$ cat config.mk
export PLATFORM = sky130hd
export DESIGN_NAME = demux_one_to_two_flat
export DESIGN_NICKNAME = d
export VERILOG_FILES = /design/src/rtl/demux_pkg.sv /design/src/rtl/demux_one_to_two_if.sv /design/src/rtl/demux_slot.sv /design/src/rtl/demux_one_to_two.sv /design/src/flat_wrapper.sv
export SDC_FILE = /design/constraint.sdc
export NUM_CORES = 1
export LEC_CHECK = 0
export BUFFER_PORTS_ARGS = -buffer_cell sky130_fd_sc_hd__buf_2
export CAP_MARGIN = 20
export CORE_UTILIZATION = 47
export DETAILED_ROUTE_END_ITERATION = 12
export HOLD_SLACK_MARGIN = 0.08
export PLACE_DENSITY = 0.79
export SKIP_LAST_GASP = 1
export SLEW_MARGIN = 10
export SYNTH_ARGS = -nofsm -noshare
export SYNTH_HDL_FRONTEND = slang
export SYNTH_SLANG_ARGS = --single-unit
$ cat constraint.sdc
create_clock -name in_clk -period 2 [get_ports in_clk]
set_input_delay 0.1 -clock in_clk [delete_from_list [all_inputs] [get_ports in_clk]]
set_output_delay 0.1 -clock in_clk [all_outputs]
set_load 0.05 [all_outputs]
$ cat src/rtl/demux_pkg.sv
// Shared defaults and slot state encoding for the one-to-two demultiplexer.
package demux_pkg;

    localparam int DEMUX_WIDTH = 32;
    localparam int DEMUX_CNT_W = 8;

    typedef enum logic {
        EMPTY = 1'b0,
        FULL  = 1'b1
    } slot_state_t;

    // An unknown or floating select steers to branch one.
    function automatic logic sel_is_two(input logic sel);
        return (sel === 1'b1);
    endfunction

endpackage : demux_pkg

$ cat src/rtl/demux_one_to_two_if.sv
// Upstream/downstream handshake bundle; slave = demux side, master = environment side.
interface demux_one_to_two_if
    import demux_pkg::*;
#(
    parameter int WIDTH = DEMUX_WIDTH
);
    logic [WIDTH-1:0] in_data;
    logic             in_valid;
    logic             in_select;
    logic             ou_ready;
    logic [WIDTH-1:0] ou_one_data;
    logic [WIDTH-1:0] ou_two_data;
    logic             ou_one_valid;
    logic             ou_two_valid;
    logic             in_one_ready;
    logic             in_two_ready;

    modport slave (
        input  in_data, in_valid, in_select, in_one_ready, in_two_ready,
        output ou_ready, ou_one_data, ou_two_data, ou_one_valid, ou_two_valid
    );

    modport master (
        output in_data, in_valid, in_select, in_one_ready, in_two_ready,
        input  ou_ready, ou_one_data, ou_two_data, ou_one_valid, ou_two_valid
    );
endinterface : demux_one_to_two_if

$ cat src/rtl/demux_slot.sv
// One-entry register slot: fills from upstream, drains to downstream, refills on the draining cycle.
module demux_slot
    import demux_pkg::*;
#(
    parameter int WIDTH = DEMUX_WIDTH
) (
    input  logic             i_clk,
    input  logic             i_rst,
    input  logic             i_fill,
    input  logic [WIDTH-1:0] i_data,
    input  logic             i_rdy,
    output logic             o_valid,
    output logic [WIDTH-1:0] o_data,
    output logic             o_can_take
);
    slot_state_t      r_state;
    slot_state_t      w_state_nxt;
    logic [WIDTH-1:0] r_data;
    logic             w_drain;
    logic             w_fill;

    assign w_drain    = (r_state == FULL) && i_rdy;
    assign o_can_take = (r_state == EMPTY) || w_drain;
    assign w_fill     = i_fill && o_can_take;
    assign o_valid    = (r_state == FULL);
    assign o_data     = r_data;

    // Slot occupancy register.
    always_ff @(posedge i_clk or posedge i_rst) begin
        if (i_rst) begin
            r_state <= EMPTY;
        end else begin
            r_state <= w_state_nxt;
        end
    end

    // Occupancy transitions: a fill wins over a drain so a simultaneous pair leaves no bubble.
    always_comb begin
        w_state_nxt = r_state;
        case (r_state)
            EMPTY: begin
                if (w_fill) w_state_nxt = FULL;
                else        w_state_nxt = EMPTY;
            end
            FULL: begin
                if (w_fill)       w_state_nxt = FULL;
                else if (w_drain) w_state_nxt = EMPTY;
                else              w_state_nxt = FULL;
            end
            default: w_state_nxt = EMPTY;
        endcase
    end

    // Payload register, held while the slot is not refilled.
    always_ff @(posedge i_clk or posedge i_rst) begin
        if (i_rst) begin
            r_data <= {WIDTH{1'b0}};
        end else if (w_fill) begin
            r_data <= i_data;
        end else begin
            r_data <= r_data;
        end
    end
endmodule : demux_slot

$ cat src/rtl/demux_one_to_two.sv
// One-to-two demultiplexer with a one-entry slot per branch.
// Optional per-branch accepted-beat counters are built when DEMUX_COUNT_EN is defined.
module demux_one_to_two
    import demux_pkg::*;
#(
    parameter int WIDTH = DEMUX_WIDTH,
    parameter int CNT_W = DEMUX_CNT_W
) (
    input  logic                    in_clk,
    input  logic                    in_rst,
    demux_one_to_two_if.slave       bus
`ifdef DEMUX_COUNT_EN
    ,
    output logic [CNT_W-1:0]        ou_one_count,
    output logic [CNT_W-1:0]        ou_two_count
`endif
);
    logic w_sel_two;
    logic w_one_can_take;
    logic w_two_can_take;
    logic w_acc_one;
    logic w_acc_two;

    assign w_sel_two    = sel_is_two(bus.in_select);
    assign bus.ou_ready = w_sel_two ? w_two_can_take : w_one_can_take;
    assign w_acc_one    = bus.in_valid && !w_sel_two && w_one_can_take;
    assign w_acc_two    = bus.in_valid &&  w_sel_two && w_two_can_take;

    demux_slot #(.WIDTH(WIDTH)) u_slot_one (
        .i_clk      (in_clk),
        .i_rst      (in_rst),
        .i_fill     (w_acc_one),
        .i_data     (bus.in_data),
        .i_rdy      (bus.in_one_ready),
        .o_valid    (bus.ou_one_valid),
        .o_data     (bus.ou_one_data),
        .o_can_take (w_one_can_take)
    );

    demux_slot #(.WIDTH(WIDTH)) u_slot_two (
        .i_clk      (in_clk),
        .i_rst      (in_rst),
        .i_fill     (w_acc_two),
        .i_data     (bus.in_data),
        .i_rdy      (bus.in_two_ready),
        .o_valid    (bus.ou_two_valid),
        .o_data     (bus.ou_two_data),
        .o_can_take (w_two_can_take)
    );

`ifdef DEMUX_COUNT_EN
    logic [CNT_W-1:0] r_one_count;
    logic [CNT_W-1:0] r_two_count;

    // Accepted-beat counters, wrapping modulo 2^CNT_W.
    always_ff @(posedge in_clk or posedge in_rst) begin
        if (in_rst) begin
            r_one_count <= {CNT_W{1'b0}};
            r_two_count <= {CNT_W{1'b0}};
        end else begin
            if (w_acc_one) r_one_count <= r_one_count + CNT_W'(1);
            else           r_one_count <= r_one_count;
            if (w_acc_two) r_two_count <= r_two_count + CNT_W'(1);
            else           r_two_count <= r_two_count;
        end
    end

    assign ou_one_count = r_one_count;
    assign ou_two_count = r_two_count;
`endif
endmodule : demux_one_to_two

$ cat src/flat_wrapper.sv
// flat-port wrapper written by rule: the top's interface ports become plain ports
module demux_one_to_two_flat import demux_pkg::*;
#(
    parameter int WIDTH = DEMUX_WIDTH,
    parameter int CNT_W = DEMUX_CNT_W
)
  (in_clk, in_rst, bus_in_data, bus_in_valid, bus_in_select, bus_in_one_ready, bus_in_two_ready, bus_ou_ready, bus_ou_one_data, bus_ou_two_data, bus_ou_one_valid, bus_ou_two_valid);
  demux_one_to_two_if #(.WIDTH(WIDTH)) bus_i ();
  input  logic in_clk;
  input  logic in_rst;
  input wire logic [$bits(bus_i.in_data)-1:0] bus_in_data;
  input wire logic [$bits(bus_i.in_valid)-1:0] bus_in_valid;
  input wire logic [$bits(bus_i.in_select)-1:0] bus_in_select;
  input wire logic [$bits(bus_i.in_one_ready)-1:0] bus_in_one_ready;
  input wire logic [$bits(bus_i.in_two_ready)-1:0] bus_in_two_ready;
  output wire logic [$bits(bus_i.ou_ready)-1:0] bus_ou_ready;
  output wire logic [$bits(bus_i.ou_one_data)-1:0] bus_ou_one_data;
  output wire logic [$bits(bus_i.ou_two_data)-1:0] bus_ou_two_data;
  output wire logic [$bits(bus_i.ou_one_valid)-1:0] bus_ou_one_valid;
  output wire logic [$bits(bus_i.ou_two_valid)-1:0] bus_ou_two_valid;
  assign bus_i.in_data = bus_in_data;
  assign bus_i.in_valid = bus_in_valid;
  assign bus_i.in_select = bus_in_select;
  assign bus_i.in_one_ready = bus_in_one_ready;
  assign bus_i.in_two_ready = bus_in_two_ready;
  assign bus_ou_ready = bus_i.ou_ready;
  assign bus_ou_one_data = bus_i.ou_one_data;
  assign bus_ou_two_data = bus_i.ou_two_data;
  assign bus_ou_one_valid = bus_i.ou_one_valid;
  assign bus_ou_two_valid = bus_i.ou_two_valid;
  demux_one_to_two #(.WIDTH(WIDTH), .CNT_W(CNT_W)) u_core (.in_clk(in_clk), .in_rst(in_rst), .bus(bus_i));
endmodule
==> results of run 1 <==
cells in the final DEF, fill, tap and decap left out, drive strengths merged:
cell         Yosys  final
nor2             2      2
dfrtp           66     66
mux2            64     64
a21oi            1      1
o21ai            1      1
dlygate4sd3      0     34
inv              2      2
nand2            1      1
or2b             1      1
nand2b           1      1
nor3b            1      1
clkbuf           2     14
buf              4    109
and2b            1      1
clkinv           0      2
state kept, by name, indices dropped and copies added (netlist names):
register,count
u_core.u_slot_one.o_data,32
u_core.u_slot_two.o_valid,1
u_core.u_slot_two.o_data,32
u_core.u_slot_one.o_valid,1
how the worst min path moves through the flow:
| stage | startpoint | end | slack (ps) | cells past startpoint |
|---|---|---|---|---|
| after floorplan | bus_in_select | u_core.u_slot_one.o_valid$_DFF_PP0_ | 200 | 1 |
| after global placement | in_rst | u_core.u_slot_one.o_data[18]$_DFFE_PP0P_ | 170 | 2 |
| after detailed placement | in_rst | u_core.u_slot_two.o_data[18]$_DFFE_PP0P_ | 170 | 2 |
| after CTS | bus_in_one_ready | u_core.u_slot_one.o_valid$_DFF_PP0_ | 90 | 3 |
| after global routing | bus_in_one_ready | u_core.u_slot_one.o_valid$_DFF_PP0_ | 120 | 3 |
| final | bus_in_one_ready | u_core.u_slot_one.o_valid$_DFF_PP0_ | 120 | 3 |
layer usage:
metal	up-vias	wire length, um
li1	809	-
met1	867	2230
met3	12	252
met2	70	2763
met5	-	0
met4	0	139
timing repair:
item | CTS | global route
gates resized for setup | 0 | 0
hold endpoints to repair | 89 | 0
hold buffers | 34 | 0
cells in the mapped netlist (all sizes together):
master / n
nor3b: 1
nand2: 1
buf: 4
clkbuf: 2
o21ai: 1
or2b: 1
inv: 2
mux2: 64
a21oi: 1
nor2: 2
nand2b: 1
dfrtp: 66
and2b: 1
critical path, cell delays in order, from the launching register on:
cell     delay, ps
dfrtp_1        370
and2b_1        200
a21oi_1        200
buf_2          310
metrics by stage:
| stage | utilization (%) | cell area [sq um] | hold WS [ps] | std cells | setup WS, ps |
|---|---|---|---|---|---|
| finish | 70.67 | 3632 | 115.8 | 370 | 500.1 |
| global route | 70.67 | 3632 | 123.9 | 370 | 452.7 |
| CTS | 70.67 | 3632 | 94.46 | 370 | 529.6 |
| detailed placement | 60.49 | 3109 | 167.7 | 320 | 541.1 |
| global placement | 60.49 | 3109 | 171.0 | 320 | 584.9 |
| floorplan | - | 2524 | 196.4 | 147 | 245.2 |
layout make-up:
| cell class | instances | area, sq um |
|---|---|---|
| flip-flops and latches | 66 | 1652 |
| fillers | 392 | 1508 |
| repair buffers | 143 | 910.9 |
| multi-input cells | 73 | 792.0 |
| clock buffers | 14 | 172.7 |
| well taps | 70 | 87.58 |
| clock inverters | 2 | 10.01 |
| inverters | 2 | 7.507 |
logic make-up after synthesis:
family / synth area share (%)
and+or+nand+nor: 2.429
buffers and inverters: 3.173
AOI/OAI and AO/OA: 0.3962
DFF: 65.44
muxes: 28.56
power by group through the flow:
stage                     registers [W]  logic (W)  clock network [W]
final                           0.00169    0.00156            0.00100
after CTS                       0.00170    0.00157            0.00103
after global placement          0.00171    0.00150                  0
after floorplan                 0.00257   0.000297                  0
after detailed placement        0.00172    0.00152                  0
after global routing            0.00172    0.00163            0.00110
==> results.toml, run 1 <==
[run_status]
status = "finished, final reports clean"

[sta]
fmax_mhz = 666.7
fin_crit_sh_pct = 75.00
fin_worst_skew_ps = 5.007
finalHoldViolCount = 0
tightest_slew_ps = 529.9
finalMaxSlewViolations = 0
finalSetupTns_ps = 0
rsz0062_at_grt = "no"
max_slew_margin_pct = 64.62
finalSetupViolations = 0
fin_crit_ps = 1500

[grt]
grt_pass1_vias = 1789
grt_max_degree = 33
grt_use_met1_pct = 25.72
grt_usage_pct = 20.80
gr-total-overflow = 0
grt.busiest_layer = "met2"
grt_util_met3_pct = 4.819
grtUsageMet2_pct = 34.03
grt_pass1_wl_um = 8369
antenna_found_initial = 0

[critical_path]
worstSetupEndpoint = "bus_ou_ready"
critical_path_arrival_ps = 1400
rr_startpoint = "u_core.u_slot_two.o_valid$_DFF_PP0_"
worstSetupPathType = "flip-flop to output port"
path_max_fanout = 3
end_kind = "output port"
worstSetupStartpointType = "flip-flop"
ff2ff_setup_slack_ps = 530
critPathRequiredTime_ps = 1900
rr_worst_depth = 4
r2r-end = "u_core.u_slot_two.o_data[17]$_DFFE_PP0P_"
critPathLaunch = "u_core.u_slot_two.o_valid$_DFF_PP0_"

[synth]
synth_area_leaders = "dfrtp_1 (65%), mux2_2 (28%), buf_6 (1.8%)"
synth_nets = 185
synth_warnings = 0
netlist_area_sq_mm = 0.002524
avgSynthCellArea_sq_um = 17.17
synth-seq-cells = 66
synth.distinct_cells = 15
seq_area_frac_synth_pct = 65.44
synth_top_area_share_pct = 65.44
synth_top_area_cell = "dfrtp_1"
synthCells = 147

[pwr]
clkPwrFrac_pct = 23.5
p_per_area_mw_per_mm2 = 1172
power_frac_seq_pct = 39.8
finalPower_w = 0.004259
ir_drop_v = 0.0009128
pwr-share-comb_pct = 36.7
intPower_w = 0.002562
swShare_pct = 39.85
p_leak_nw = 1.736
switchingPower_w = 0.001697

[clock_network]
clock_path_buffers = 2
path_clk_slew_ps = 60
cts_buffers = 9
cts_tree = "done"
htreeDepth = 3
cts_sinks = 66
worstSkewPairLatency_ps = 320
root_buffer = "clkbuf_8"
cts_setup_buffers = 0

[detailed_routing]
wl_per_cell_um = 14.56
drtPass1Iterations = 4
dr.first_iter.drc_count = 70
via_per_inst = 4.751
wirelength_um = 5386
vias = 1758
antenna_left = 0
drc = 0

[finish]
syn2layout_area_growth_pct = 43.93
n_antenna_cell = 0
nets = 333
drive_gt1_share_pct = 63.00

[place]
port_buffers = 104
dp_hpwl_um = 3631
gp_congestion = 0.8170

[floorplan]
die_x_um = 75.28
die_y_um = 75.28
rows = 26
start_util_pct = 49.10
dieArea_sq_mm = 0.005666
coreArea_sq_mm = 0.005140
pin_count = 105

[run]
cap_viol_max_count = 0

[hold_path]
hp-class = "input pin to flip-flop"
(Power assumes the default switching activity.)
==> run 2: changes to the inputs <==
--- a/config.mk
+++ b/config.mk
@@ -7,10 +7,10 @@
 export LEC_CHECK = 0
 export BUFFER_PORTS_ARGS = -buffer_cell sky130_fd_sc_hd__buf_2
 export CAP_MARGIN = 20
-export CORE_UTILIZATION = 47
+export CORE_UTILIZATION = 43
 export DETAILED_ROUTE_END_ITERATION = 12
 export HOLD_SLACK_MARGIN = 0.08
-export PLACE_DENSITY = 0.79
+export PLACE_DENSITY = 0.76
 export SKIP_LAST_GASP = 1
 export SLEW_MARGIN = 10
 export SYNTH_ARGS = -nofsm -noshare
==> constraint.sdc (replaced) <==
create_clock -name in_clk -period 1.3 [get_ports in_clk]
set_input_delay 0.065 -clock in_clk [delete_from_list [all_inputs] [get_ports in_clk]]
set_output_delay 0.065 -clock in_clk [all_outputs]
set_load 0.05 [all_outputs]
==> run 2 against run 1 <==
Net effect: the run now ends with setup timing left; flip-flop and latch count unchanged; clock-buffer cell count down 1; wire length up 16%; total power up 67%; global-route usage up 0.82 points; cell count up 3.2%; die area up 9.1%; first-iteration DRC count down 13%; critical path type is now flip-flop to flip-flop; critical endpoint is now u_core.u_slot_one.o_data[5]$_DFFE_PP0P_; largest power group is now combinational cells; highest routed layer unchanged.
==> results.toml, run 2 (synthesized netlist as in run 1, its figures left out) <==
[critical_path]
critical_path_arrival_ps = 1660
end_kind = "flip-flop"
rr_startpoint = "u_core.u_slot_one.o_valid$_DFF_PP0_"
critPathSlowestCell = "dfrtp_2"
path_max_fanout = 8
ff2ff_setup_slack_ps = -150
crit_cells = 5
path_cells = "nand2b_4, nor3b_4, buf_6, clkbuf_16, mux2_4"
rr_worst_depth = 5
worstSetupPathType = "flip-flop to flip-flop"
r2r-end = "u_core.u_slot_one.o_data[5]$_DFFE_PP0P_"
worstSetupEndpoint = "u_core.u_slot_one.o_data[5]$_DFFE_PP0P_"
critPathLaunch = "u_core.u_slot_one.o_valid$_DFF_PP0_"
critPathBufInv = 2
crit_family = "flip-flops"
critPathRequiredTime_ps = 1510
worstSetupStartpointType = "flip-flop"
slowest_delay_ps = 420

[place]
pre_cts_ws_ps = -147.3
gp_congestion = 0.7410
port_buffers = 104
dp_hpwl_um = 3685
dpl.cell_count = 324

[clock_network]
clock_path_buffers = 2
root_buffer = "clkbuf_8"
cts_tree = "done"
htreeDepth = 3
path_clk_slew_ps = 70
cts_sinks = 66
cts_buffers = 9
worstSkewPairLatency_ps = 320

[finish]
post-route-util_pct = 74.01
layoutNonFillerInstCount = 382
regArea_sq_mm = 0.001654
multi_input_area_sq_mm = 0.001031
n_antenna_cell = 0
final_common_cell = "buf_2"
drive_gt1_share_pct = 66.13
nets = 344
syn2layout_area_growth_pct = 63.46
layout_common_cells = "buf_2 (103), dfrtp_1 (64), mux2_4 (61), dlygate4sd3_1 (35), clkbuf_8 (12)"
fillers = 361

[pwr]
p_leak_nw = 2.062
p_per_area_mw_per_mm2 = 1719
ir_drop_v = 0.001076

[run]
cap_viol_max_count = 0

[grt]
antenna_found_initial = 0
grt_pass1_vias = 2008
grt_max_degree = 33
gr-total-overflow = 0
grt_pass1_wl_um = 9908
grt_usage_pct = 21.62

[sta]
finalHoldViolCount = 0
tightest_slew_ps = 516.2
hold_slack_ps = 124.9
fin_worst_skew_ps = 5.309
setup_ws_ps = -153.0
fin_crit_sh_pct = 111.8
rsz0062_at_grt = "yes"
fin_crit_ps = 1453
max_slew_margin_pct = 65.51
fmax_mhz = 688.2
finalSetupViolations = 65
finalMaxSlewViolations = 0

[floorplan]
pin_count = 105
die_y_um = 78.61
dieArea_sq_mm = 0.006180
rows = 27
die_x_um = 78.61
coreArea_sq_mm = 0.005574
start_util_pct = 45.27

[detailed_routing]
drc = 0
drtPass1Iterations = 4
wl_per_cell_um = 16.38
dr.first_iter.drc_count = 61
antenna_left = 0
vias = 1826
via_per_inst = 4.780
wirelength_um = 6256

[hold_path]
hp-class = "input pin to flip-flop"

[run_status]
violations = "setup timing"
status = "finished, violations left"
[run 2: cell count changes in the layout (fill, tap and decap cells not counted), sizes merged]
cell and delta:
bufinv +1, clkinv -1, clkbuf +1, inv -1, clkinvlp +1, buf +8, dlygate4sd3 +1
[run 2: worst min-delay path by stage]
stage / from / end / cells after the start
2_1_floorplan: bus_in_select / u_core.u_slot_one.o_valid$_DFF_PP0_ / 1
3_3_place_gp: in_rst / u_core.u_slot_one.o_data[11]$_DFFE_PP0P_ / 2
3_5_place_dp: in_rst / u_core.u_slot_one.o_data[11]$_DFFE_PP0P_ / 2
4_1_cts: bus_in_valid / u_core.u_slot_two.o_valid$_DFF_PP0_ / 3
5_1_grt: bus_in_valid / u_core.u_slot_two.o_valid$_DFF_PP0_ / 3
6_report: bus_in_valid / u_core.u_slot_two.o_valid$_DFF_PP0_ / 3
[run 2: cell type report]
type                            count  share of cell area (%)
Multi-Input combinational cell     73                   24.99
Sequential cell                    66                   40.10
Inverter                            2                  0.2730
Clock buffer                       13                   4.095
Tap cell                           72                   2.184
Clock inverter                      2                  0.8493
Timing Repair Buffer              154                   27.51
[run 2: per-stage QoR]
stage               instance area (sq um)  setup TNS (ps)  total power [W]
floorplan                            2713          -14570         0.004588
detailed placement                   3366           -6852         0.005178
finish                               4125           -7575         0.007092
global route                         4125          -10870         0.007378
CTS                                  4015           -7359         0.007062
global placement                     3366           -4931         0.005148
[run 2: power by group]
group / total (W) / internal [W] / switching, W / leakage, nW
clock: 0.00173 / 0.00103 / 0.000696 / 0.106
sequential: 0.00264 / 0.00243 / 0.000213 / 0.774
combinational: 0.00273 / 0.000948 / 0.00178 / 1.18
total: 0.00709 / 0.00440 / 0.00269 / 2.06
[run 2: what timing repair did]
item | 4_1_cts | 5_1_grt
cloned | 2 | 2
pin swaps | 1 | 0
hold endpoints to repair | 85 | 0
endpoints found under the setup margin | 65 | 65
buffers inserted | 4 | 1
resized for setup | 5 | 21
hold buffers | 35 | 0
[run 2: worst register-to-register path, cell delays in order, from the launching register on]
cell and delay [ps]:
dfrtp_2 420, nand2b_4 70, nor3b_4 210, buf_6 160, clkbuf_16 170, mux2_4 300
[run 2: per-layer routing]
metal	global-route usage (%)	wire, um	vias to the layer above
li1	-	-	827
met5	0	0	-
met1	26.61	2660	918
met4	10.00	102	0
met3	4.535	343	11
met2	36.26	3150	70
